`src/rtl/neuron_feeder.sv`:
```
// Sequences one neuron evaluation: streams value/weight pairs into an external MAC, drains its pipeline and captures the sum.
// Optional macro NEURON_RELU_EN clamps negative captured results to zero.
module neuron_feeder #(
  parameter int N_INPUTS = 16,
  parameter int AW       = 8
) (
  input  logic          clk,
  input  logic          reset,
  input  logic          start,
  output logic          busy,
  output logic [AW-1:0] val_addr,
  output logic [AW-1:0] wgt_addr,
  input  logic [15:0]   val_rdata,
  input  logic [15:0]   wgt_rdata,
  output logic [15:0]   mac_value,
  output logic [15:0]   mac_weight,
  output logic          mac_clr_n,
  input  logic [15:0]   mac_out,
  output logic [15:0]   result,
  output logic          result_valid,
  input  logic          result_ready,
  output logic [2:0]    dbg_state
);

  localparam int CW = $clog2(N_INPUTS + 1);
  localparam logic [CW-1:0] LAST_FEED  = CW'(N_INPUTS - 1);
  localparam logic [CW-1:0] LAST_DRAIN = CW'(1);

  typedef enum logic [2:0] {
    IDLE  = 3'd0,
    CLEAR = 3'd1,
    FEED  = 3'd2,
    DRAIN = 3'd3,
    DONE  = 3'd4
  } state_t;

  // Result handshake: result is offered while result_valid is high and stays
  // unchanged until the cycle where result_valid && result_ready transfers it.

  state_t        state, state_next;
  logic [CW-1:0] count, count_next;
  logic [CW:0]   count_inc;
  logic          capture;
  logic [15:0]   result_d;
  logic          clr_n_q;

  always_ff @(posedge clk or posedge reset) begin
    if (reset) begin
      state   <= IDLE;
      count   <= '0;
      result  <= '0;
      clr_n_q <= 1'b0;
    end else begin
      state   <= state_next;
      count   <= count_next;
      clr_n_q <= (state_next != CLEAR);
      if (capture) result <= result_d;
    end
  end

  always_comb begin
    state_next = state;
    count_next = count;
    capture    = 1'b0;
    case (state)
      IDLE: begin
        if (start) state_next = CLEAR;
      end
      CLEAR: begin
        count_next = '0;
        state_next = FEED;
      end
      FEED: begin
        if (count == LAST_FEED) begin
          count_next = '0;
          state_next = DRAIN;
        end else begin
          count_next = count + 1'b1;
        end
      end
      DRAIN: begin
        // Two drain cycles cover the MAC product and sum register stages.
        if (count == LAST_DRAIN) begin
          count_next = '0;
          capture    = 1'b1;
          state_next = DONE;
        end else begin
          count_next = count + 1'b1;
        end
      end
      DONE: begin
        if (result_ready) state_next = IDLE;
      end
      default: begin
        state_next = IDLE;
        count_next = '0;
      end
    endcase
  end

`ifdef NEURON_RELU_EN
  assign result_d = mac_out[15] ? 16'h0000 : mac_out;
`else
  assign result_d = mac_out;
`endif

  // Memories read one cycle behind the address, so FEED cycle k already points at k+1.
  assign count_inc = {1'b0, count} + {{CW{1'b0}}, 1'b1};

  always_comb begin
    val_addr   = '0;
    wgt_addr   = '0;
    mac_value  = '0;
    mac_weight = '0;
    if (state == FEED) begin
      val_addr   = AW'(count_inc);
      wgt_addr   = AW'(count_inc);
      mac_value  = val_rdata;
      mac_weight = wgt_rdata;
    end
  end

  assign busy         = (state != IDLE);
  assign mac_clr_n    = clr_n_q;
  assign result_valid = (state == DONE);
  assign dbg_state    = state;

endmodule
```
`config.mk`:
```
export PLATFORM = sky130hd
export DESIGN_NAME = neuron_feeder
export DESIGN_NICKNAME = d
export VERILOG_FILES = /design/src/rtl/neuron_feeder.sv
export SDC_FILE = /design/constraint.sdc
export NUM_CORES = 1
export LEC_CHECK = 0
export CAP_MARGIN = 20
export CORE_MARGIN = 2
export CORE_UTILIZATION = 45
export DETAILED_ROUTE_END_ITERATION = 12
export DONT_BUFFER_PORTS = 1
export GPL_TIMING_DRIVEN = 0
export PLACE_DENSITY = 0.62
export SLEW_MARGIN = 20
export SYNTH_ARGS = -nofsm -noshare
export SYNTH_HDL_FRONTEND = slang
export SYNTH_SLANG_ARGS = --single-unit
```
`constraint.sdc`:
```
create_clock -name clk -period 1.68 [get_ports clk]
set_input_delay 0.252 -clock clk [delete_from_list [all_inputs] [get_ports clk]]
set_output_delay 0.252 -clock clk [all_outputs]
set_load 0.02 [all_outputs]
```
==> qor.yml <==
postPlaceCellArea_um2: 1703
relSlewSlack_pct: 39.80
final_common_cell: "and2_4"
clock_latency_ns: 0.31
min_path_type: "in2async"
ys_ff_latch: 25
place_hpwl_um: 2490
antenna_found_initial: 0
min_period_ns: 1.990
cts_tree: "done"
vias: 1186
slew_viol_final: 0
drive_gt1_share_pct: 65.00
path_buf_inv: 3
grt_pass1_wl_um: 5720
cp_slowest_stage_delay_ns: 0.49
drtAntennaViolNets: 0
worstPathArrival_ns: 1.74
skew_ns: 0.007372
cts_sinks: 25
final_hold_viol_count: 0
period_share_pct: 118.5
tightest_slew_ns: 0.9020
cts-buffers-inserted: 3
p_leak_uw: 0.001008
place.gp.congestion: 0.7606
r2r-end: "count[2]$_DFFE_PP0N_"
setup_viol: 66
row_count: 21
synthCells: 148
r2r_cells: 6
chipWidth_um: 62.32
crit_end: "wgt_addr[5]"
postSynthAreaPerCell_um2: 10.34
worstPathMaxFanout: 7
placed_cells: 197
yosys_warnings: 0
endpoint_kind: "primary output"
crit_cells: 6
rsz0062_at_grt: "yes"
critPathTopFamily: "flip-flops"
root_buffer: "clkbuf_4"
crit_slowest_cell: "dfrtp_2"
setup_ws_ns: -0.3101
fin_area_um2: 2193
layout_common_cells: "and2_4 (33), dfrtp_1 (20), buf_4 (19), buf_6 (13), mux2_4 (10)"
outcome: "complete, but fails checks"
drtIter0Drc: 34
path_cells: "buf_8 -> nor3b_4 -> clkbuf_8 -> nand3_4 -> nor2_4 -> buf_6"
antenna_cells: 0
viasPerCell: 5.248
yosysSeqAreaShare_pct: 40.88
post-route-util_pct: 66.25
crit_required_ns: 1.43
ios: 122
yosys.cell_types.count: 33
fmax_ghz: 0.5025
start_util_pct: 46.22
track_usage_pct: 18.27
clock_path_buffers: 2
worst-r2r-setup-slack_ns: -0.11
ir_drop_uv: 982.3
syn_area_um2: 1530
gr-total-overflow: 0
crit_start: "dbg_state[0]$_DFF_PP0_"
nets: 237
start_kind: "flop"
violations: "setup timing"
place.port_buffers: 0
drc: 0
die_area_um2: 3883
routedWlPerCell_um: 17.60
setup.worst_path.class: "reg2out"
htreeDepth: 1
dp_slack_ns: -0.1858
reg2reg_from: "count[1]$_DFFE_PP0N_"
powerDensity_nw_per_um2: 2302
grt_pass1_vias: 1148
first_pass_iters: 4
nFillCells: 269
core_um2: 3311
grt_start_max_net_pins: 26
die_y_um: 62.32
wl_um: 3978
final_cells: 226
cap_violations: 0
syn_to_final_growth_pct: 43.34
clk_pin_slew_worst_paths_ns: 0.13
==> logic make-up (layout without fill, tap and decap cells) <==
| group | after synthesis | count (layout) | share of synthesized area (%) |
|---|---|---|---|
| AOI/OAI and AO/OA | 14 | 14 | 5.724 |
| xor gates and xnor gates | 1 | 1 | 0.5725 |
| adders and majority gates | 4 | 4 | 3.271 |
| buffers and inverters | 24 | 53 | 8.994 |
| DFF | 25 | 25 | 40.88 |
| muxes | 16 | 16 | 14.23 |
| other | 1 | 4 | 0.2451 |
| and+or+nand+nor | 63 | 63 | 26.08 |
==> how the worst min path moves through the flow <==
stage | end | slack [ns] | startpoint
finish | result[2]$_DFFE_PP0P_ | 0.008 | reset
global route | result[3]$_DFFE_PP0P_ | 0.05 | mac_out[3]
floorplan | count[1]$_DFFE_PP0N_ | 0.28 | reset
detailed placement | mac_clr_n$_DFF_PP0_ | 0.35 | start
CTS | mac_clr_n$_DFF_PP0_ | 0.01 | start
global placement | mac_clr_n$_DFF_PP0_ | 0.34 | start
==> where the power goes <==
group          internal, uW  total [uW]  switching, uW
Sequential              892        1440            551
Combinational          1710        3350           1640
Clock                  88.8         259            170
Total                  2690        5050           2360
==> through the flow <==
stage / hold slack (ns) / power, uW / TNS, ns
floorplan: 0.2791 / 3419 / -0.03638
global placement: 0.3449 / 3655 / -0.7345
detailed placement: 0.3463 / 3697 / -2.567
CTS: 0.009955 / 4783 / -11.83
global route: 0.04625 / 5331 / -17.23
finish: 0.008029 / 5050 / -11.49
==> cell usage after synthesis <==
library cell	count	area share [%]
a21oi_1	4	1.3
a2bb2oi_1	1	0.57
a311oi_1	1	0.57
a31oi_1	2	0.82
and2_1	33	13
and3_1	1	0.41
buf_2	2	0.65
buf_4	10	4.9
buf_6	1	0.74
clkbuf_1	4	0.98
conb_1	1	0.25
dfrtp_1	25	41
ha_1	4	3.3
inv_1	7	1.7
mux2_2	6	4.4
mux2_4	10	9.8
nand2_1	6	1.5
nand2b_1	2	0.82
nand3_1	4	1.3
nand3_4	1	1.1
nand3b_1	2	0.98
nor2_1	6	1.5
nor2b_1	2	0.82
nor3b_1	2	0.98
nor4b_1	1	0.57
nor4b_4	1	1.6
o2111ai_1	1	0.57
o211ai_1	1	0.49
o21ai_0	3	0.98
o22ai_1	1	0.41
or3_1	1	0.41
or4b_1	1	0.65
xnor2_1	1	0.57
==> final cells by class <==
class / instances / area, um2 / share of cell area (%)
inverters: 7 / 28.78 / 1.312
repair buffers: 25 / 251.5 / 11.47
well taps: 46 / 57.56 / 2.624
flip-flops and latches: 25 / 631.9 / 28.81
multi-input cells: 102 / 997.2 / 45.46
clock inverters: 1 / 5.005 / 0.2282
plain buffers: 17 / 198.9 / 9.070
clock buffers: 3 / 22.52 / 1.027
==> state kept, by name (all words and copies together) (netlist names) <==
name,flops
count,5
dbg_state,3
mac_clr_n,1
result,16
==> timing repair <==
action | 4_1_cts | 5_1_grt
buffers inserted | 15 | 9
pin swaps | 16 | 30
hold buffers | 0 | 1
endpoints found under the hold margin | 0 | 1
resized for setup | 99 | 11
gates cloned | 1 | 1
setup endpoints to repair | 60 | 67
==> routing by layer <==
metal / global-route usage (%) / share of wire [%] / vias to the layer above
met3: 6.703 / 10 / 8
met2: 32.34 / 53 / 79
met1: 20.98 / 35 / 559
met5: 0 / 0 / -
met4: 4.444 / 2.0 / 0
li1: - / - / 540
Note: power is estimated with default switching activity, not from simulation.
